`config.mk`:
```
export PLATFORM = sky130hd
export DESIGN_NAME = mc_controller
export DESIGN_NICKNAME = d
export VERILOG_FILES = /design/src/rtl/mc_controller.sv
export SDC_FILE = /design/constraint.sdc
export NUM_CORES = 1
export LEC_CHECK = 0
export CAP_MARGIN = 20
export CORE_MARGIN = 2
export CORE_UTILIZATION = 35
export CTS_CLUSTER_SIZE = 10
export DETAILED_ROUTE_END_ITERATION = 12
export GPL_ROUTABILITY_DRIVEN = 0
export HOLD_SLACK_MARGIN = 0.02
export PLACE_DENSITY = 0.75
export SETUP_SLACK_MARGIN = 0.2
export SYNTH_ARGS = -nofsm -noshare
export SYNTH_HDL_FRONTEND = slang
export SYNTH_SLANG_ARGS = --single-unit
```
`constraint.sdc`:
```
create_clock -name clk -period 1.4 [get_ports clk]
set_input_delay 0.21 -clock clk [delete_from_list [all_inputs] [get_ports clk]]
set_output_delay 0.21 -clock clk [all_outputs]
set_load 0.005 [all_outputs]
```
`src/rtl/mc_controller.sv`:
```
// Multi-cycle MIPS control FSM: FETCH/DECODE/EXEC/MEM/WB with memory handshake timeout.
// Define MC_PERF_CNT_EN to add the cycle_cnt/instr_cnt performance counters.
module mc_controller #(
   parameter int unsigned WAIT_LIMIT = 15
`ifdef MC_PERF_CNT_EN
   ,
   parameter int unsigned PERF_W = 32
`endif
) (
   input  logic       clk,
   input  logic       reset_n,
   input  logic [5:0] op,
   input  logic [5:0] func,
   input  logic       zero,
   input  logic       imem_ack,
   input  logic       dmem_ack,
   output logic       imem_req,
   output logic       dmem_req,
   output logic       ir_write,
   output logic       pc_write,
   output logic [2:0] nPC_sel,
   output logic [1:0] RegDst,
   output logic       ALU_Asrc,
   output logic       ALU_Bsrc,
   output logic [1:0] ExtOp,
   output logic [2:0] ALUctrl,
   output logic       Mem2Reg,
   output logic       LinkPC,
   output logic       reg_write,
   output logic       mem_write,
   output logic [2:0] state,
   output logic       instr_done,
   output logic       bus_err
`ifdef MC_PERF_CNT_EN
   ,
   output logic [PERF_W-1:0] cycle_cnt,
   output logic [PERF_W-1:0] instr_cnt
`endif
);

   localparam int unsigned CntW = (WAIT_LIMIT > 1) ? $clog2(WAIT_LIMIT + 1) : 1;

   localparam logic [5:0] OpRtype = 6'h00;
   localparam logic [5:0] OpJ     = 6'h02;
   localparam logic [5:0] OpJal   = 6'h03;
   localparam logic [5:0] OpBeq   = 6'h04;
   localparam logic [5:0] OpAddiu = 6'h09;
   localparam logic [5:0] OpOri   = 6'h0d;
   localparam logic [5:0] OpLui   = 6'h0f;
   localparam logic [5:0] OpLw    = 6'h23;
   localparam logic [5:0] OpSw    = 6'h2b;
   localparam logic [5:0] FnSll   = 6'h00;
   localparam logic [5:0] FnJr    = 6'h08;
   localparam logic [5:0] FnJalr  = 6'h09;
   localparam logic [5:0] FnAddu  = 6'h21;
   localparam logic [5:0] FnSubu  = 6'h23;

   typedef enum logic [2:0] {
      StFetch  = 3'd0,
      StDecode = 3'd1,
      StExec   = 3'd2,
      StMem    = 3'd3,
      StWb     = 3'd4
   } state_e;

   state_e            state_q, state_d;
   logic [CntW-1:0]   wait_q, wait_d;

   logic rtype, is_addu, is_subu, is_sll, is_jr, is_jalr;
   logic is_j, is_jal, is_beq, is_addiu, is_ori, is_lui, is_lw, is_sw;
   logic is_imm, is_alu_r, at_limit;

   always_comb begin
      rtype    = (op == OpRtype);
      is_addu  = rtype && (func == FnAddu);
      is_subu  = rtype && (func == FnSubu);
      is_sll   = rtype && (func == FnSll);
      is_jr    = rtype && (func == FnJr);
      is_jalr  = rtype && (func == FnJalr);
      is_j     = (op == OpJ);
      is_jal   = (op == OpJal);
      is_beq   = (op == OpBeq);
      is_addiu = (op == OpAddiu);
      is_ori   = (op == OpOri);
      is_lui   = (op == OpLui);
      is_lw    = (op == OpLw);
      is_sw    = (op == OpSw);
      is_imm   = is_addiu | is_ori | is_lui;
      is_alu_r = is_addu | is_subu | is_sll;
      at_limit = (WAIT_LIMIT != 0) && (wait_q == CntW'(WAIT_LIMIT - 1));
   end

   always_ff @(posedge clk or negedge reset_n) begin
      if (!reset_n) begin
         state_q <= StFetch;
         wait_q  <= '0;
      end else begin
         state_q <= state_d;
         wait_q  <= wait_d;
      end
   end

   always_comb begin
      state_d    = state_q;
      wait_d     = '0;
      imem_req   = 1'b0;
      dmem_req   = 1'b0;
      ir_write   = 1'b0;
      pc_write   = 1'b0;
      nPC_sel    = 3'b000;
      RegDst     = 2'b00;
      ALU_Asrc   = 1'b0;
      ALU_Bsrc   = 1'b0;
      ExtOp      = 2'b00;
      ALUctrl    = 3'b000;
      Mem2Reg    = 1'b0;
      LinkPC     = 1'b0;
      reg_write  = 1'b0;
      mem_write  = 1'b0;
      instr_done = 1'b0;
      bus_err    = 1'b0;

      unique case (state_q)
         StFetch: begin
            imem_req = 1'b1;
            if (imem_ack) begin
               ir_write = 1'b1;
               pc_write = 1'b1;
               state_d  = StDecode;
            end else if (at_limit) begin
               bus_err = 1'b1;
            end else begin
               wait_d = wait_q + CntW'(1);
            end
         end
         StDecode: begin
            if (is_j || is_jal) begin
               pc_write = 1'b1;
               nPC_sel  = 3'b001;
            end
            if (is_jr || is_jalr) begin
               pc_write = 1'b1;
               nPC_sel  = 3'b010;
            end
            if (is_jal) begin
               reg_write = 1'b1;
               RegDst    = 2'b10;
               LinkPC    = 1'b1;
            end
            if (is_jalr) begin
               reg_write = 1'b1;
               RegDst    = 2'b01;
               LinkPC    = 1'b1;
            end
            if (is_alu_r || is_imm || is_lw || is_sw || is_beq) begin
               state_d = StExec;
            end else begin
               instr_done = 1'b1;
               state_d    = StFetch;
            end
         end
         StExec: begin
            if (is_beq) begin
               pc_write   = zero;
               nPC_sel    = 3'b011;
               instr_done = 1'b1;
               state_d    = StFetch;
            end else if (is_lw || is_sw) begin
               state_d = StMem;
            end else begin
               state_d = StWb;
            end
         end
         StMem: begin
            dmem_req  = 1'b1;
            mem_write = is_sw;
            if (dmem_ack) begin
               instr_done = is_sw;
               state_d    = is_sw ? StFetch : StWb;
            end else if (at_limit) begin
               bus_err = 1'b1;
               state_d = StFetch;
            end else begin
               wait_d = wait_q + CntW'(1);
            end
         end
         StWb: begin
            reg_write  = 1'b1;
            RegDst     = rtype ? 2'b01 : 2'b00;
            Mem2Reg    = is_lw;
            instr_done = 1'b1;
            state_d    = StFetch;
         end
         default: state_d = StFetch;
      endcase

      // ALU fields stay valid from EXEC through WB since IR is stable
      if (state_q == StExec || state_q == StMem || state_q == StWb) begin
         ALU_Asrc = is_sll;
         ALU_Bsrc = is_imm | is_lw | is_sw;
         ExtOp    = is_lui ? 2'b10 : (is_addiu | is_lw | is_sw | is_beq) ? 2'b01 : 2'b00;
         ALUctrl  = is_sll ? 3'b011 : (is_ori | is_lui) ? 3'b010 :
                    (is_subu | is_beq) ? 3'b001 : 3'b000;
      end

      if (!reset_n) begin
         imem_req   = 1'b0;
         dmem_req   = 1'b0;
         ir_write   = 1'b0;
         pc_write   = 1'b0;
         reg_write  = 1'b0;
         mem_write  = 1'b0;
         instr_done = 1'b0;
         bus_err    = 1'b0;
      end
   end

   assign state = state_q;

`ifdef MC_PERF_CNT_EN
   always_ff @(posedge clk or negedge reset_n) begin
      if (!reset_n) begin
         cycle_cnt <= '0;
         instr_cnt <= '0;
      end else begin
         cycle_cnt <= cycle_cnt + PERF_W'(1);
         if (instr_done) instr_cnt <= instr_cnt + PERF_W'(1);
      end
   end
`endif

endmodule

```
==> results_dict.tcl <==
set metrics [dict create \
    vias_per_cell 6.16 \
    dr.pass1.iters 4 \
    finalMaxSlewViolations 0 \
    die_y_um 52.4 \
    setup_viol 29 \
    cp_max_fo 4 \
    syn_area_per_cell_sq_um 7.44 \
    reg2reg_depth 8 \
    dieArea_sq_um 2740 \
    overflow 0 \
    cts_root_buf "clkbuf_4" \
    skew_ns 0.00824 \
    ys.flop_type "dfrtp_1" \
    fin_crit_ns 2.15 \
    arrival_ns 1.94 \
    hold_class "in2async" \
    grt_usage_pct 33.9 \
    n_antenna_cell 0 \
    ys_seq_elements 7 \
    io_pins 42 \
    p_per_area_nw_per_um2 461 \
    routed_wl_um 5700 \
    grt_pass1_vias 1401 \
    r2r_end "wait_q[2]" \
    n_fill_cell 91 \
    fin_setup_tns_ns -12.64 \
    cp.required_ns 1.19 \
    drt_iter0_markers 66 \
    startpoint_type "register" \
    finalNetCount 242 \
    synth_edf_count 0 \
    violations "setup timing" \
    post-route-period-util_pct 154 \
    cap_violations 0 \
    detail-route-antenna-nets 0 \
    cts_tree "yes" \
    dr_total_vias 1539 \
    insertion_delay_ns 0.29 \
    drive_gt1_share_pct 67.1 \
    yosysTopAreaCell "dfrtp_1" \
    grt_pass1_wl_um 6760 \
    syn_area_sq_um 818 \
    path_clk_slew_ns 0.07 \
    antenna_found_initial 0 \
    netlist_top_cells_area "dfrtp_1, nor2_1, nand2_1" \
    cts_buffers 3 \
    area_growth_pct 148 \
    fin_ws_ns -0.752 \
    die_width_um 52.4 \
    worst_setup_path_end_kind "output port" \
    final_hold_viol_count 0 \
    h-tree-depth 1 \
    final_cell_mix "buf_4, buf_6, buf_2" \
    rsz0062_at_grt "yes" \
    synthDistinctLibCells 44 \
    ys_warn_count 0 \
    fp-row-count 17 \
    async_flop_share_pct 100 \
    start_util_pct 37.0 \
    hold_buffers 0 \
    dpl.hpwl_um 2560 \
    fp.coreArea_sq_um 2210 \
    critPathKind "reg2out" \
    leakagePower_nw 1.01 \
    outcome "finished with violations" \
    drc_errors 0 \
    final_common_cell "buf_4" \
    cts_sinks 7 \
    fmax_mhz 465 \
    yosysSeqAreaShare_pct 21.4 \
    port_buffers 39 \
    hold_ws_ns 0.317 \
    clock_path_buffers 2 \
    syn_inst 110 \
    synth_top_area_share_pct 21.4 \
    r2r-start "state[1]" \
    grt_max_degree 9 \
    timing.reg2reg.setup_slack_ns -0.30 \
    wl_per_cell_um 22.8 \
    ir_drop_mv 0.737 \
]
-- synthesized netlist by cell type (2+ instances only) --
cell type  number
buf_4           2
and3_1          7
o21ai_0         3
a221o_1         2
a211oi_1        2
mux2i_1         2
nand2_1        12
or2_2           2
nor2_1         16
ha_1            2
and4b_1         3
nor3b_1         3
nand3b_1        4
a21oi_1         3
nor2b_1         2
nor3_1          6
nand2b_1        2
nand3_1         2
dfrtp_1         7
inv_1           3
clkbuf_1        2
-- repair_timing --
item                                    4_1_cts  5_1_grt
buffers inserted                             20        4
resized for setup                           159       26
pin swaps                                    23       12
endpoints found under the setup margin       30       30
-- kinds of logic after synthesis --
kind of cell             Yosys count  share of synthesized area, %
buffers and inverters              7                          4.13
multiplexers                       2                          2.45
AND/OR/NAND/NOR                   69                          47.3
flip-flops                         7                          21.4
XOR/XNOR                           2                          2.14
adder cells (fa/ha/maj)            2                          3.06
AO/OA/AOI/OAI                     20                          19.1
other                              1                         0.458
-- routing by layer --
| metal | track usage (%) | vias up | routed length, um |
|---|---|---|---|
| li1 | - | 634 | - |
| met1 | 37.3 | 713 | 2000 |
| met2 | 62.9 | 145 | 2780 |
| met3 | 5.71 | 47 | 467 |
| met4 | 14.5 | 0 | 449 |
| met5 | 0 | - | 0 |
-- sequential cells by signal (all words and copies together), names as in the netlist --
name,flops
state,3
wait_q,4
-- how the worst max path moves through the flow --
| stage | to | slack (ns) | cells after the start | from |
|---|---|---|---|---|
| finish | pc_write | -0.75 | 7 | state[1] |
| detailed placement | instr_done | -1.12 | 6 | op[0] |
| CTS | pc_write | -0.54 | 7 | state[1] |
| global placement | instr_done | -1.09 | 6 | op[0] |
| floorplan | pc_write | -0.04 | 5 | state[1] |
| global route | RegDst[0] | -0.88 | 6 | state[1] |
-- critical path, cell delays in order (launching register included) --
cell      delay [ns]
dfrtp_1         0.44
buf_6           0.15
nor3b_4         0.22
nand2_2         0.10
nand4b_1        0.24
buf_4           0.21
a31oi_1         0.14
buf_2           0.15
-- power breakdown --
part / switching (W) / total (W) / leakage [nW] / internal [W]
Combinational: 0.000230 / 0.000491 / 0.896 / 0.000261
Clock: 0.000112 / 0.000218 / 0.0177 / 0.000106
Sequential: 0.0000115 / 0.000226 / 0.0930 / 0.000214
Total: 0.000353 / 0.000935 / 1.01 / 0.000582
-- per-stage QoR --
step | power [W] | instance area [sq um] | setup WS (ns) | util (%) | instances
floorplan | 0.000349 | 913 | -0.0405 | - | 111
global placement | 0.000556 | 1670 | -1.09 | 75.3 | 222
detailed placement | 0.000568 | 1670 | -1.12 | 75.3 | 222
CTS | 0.000833 | 1920 | -0.543 | 86.7 | 246
global route | 0.000960 | 2030 | -0.880 | 91.6 | 250
finish | 0.000935 | 2030 | -0.752 | 91.6 | 250
-- layout make-up --
cell class	count	area [sq um]	share of cell area, %
well taps	28	35.0	1.73
inverters	3	11.3	0.556
clock buffers	3	22.5	1.11
repair buffers	111	897	44.3
multi-input cells	97	878	43.4
flip-flops and latches	7	176	8.71
clock inverters	1	5.00	0.247
(Power assumes the default switching activity.)
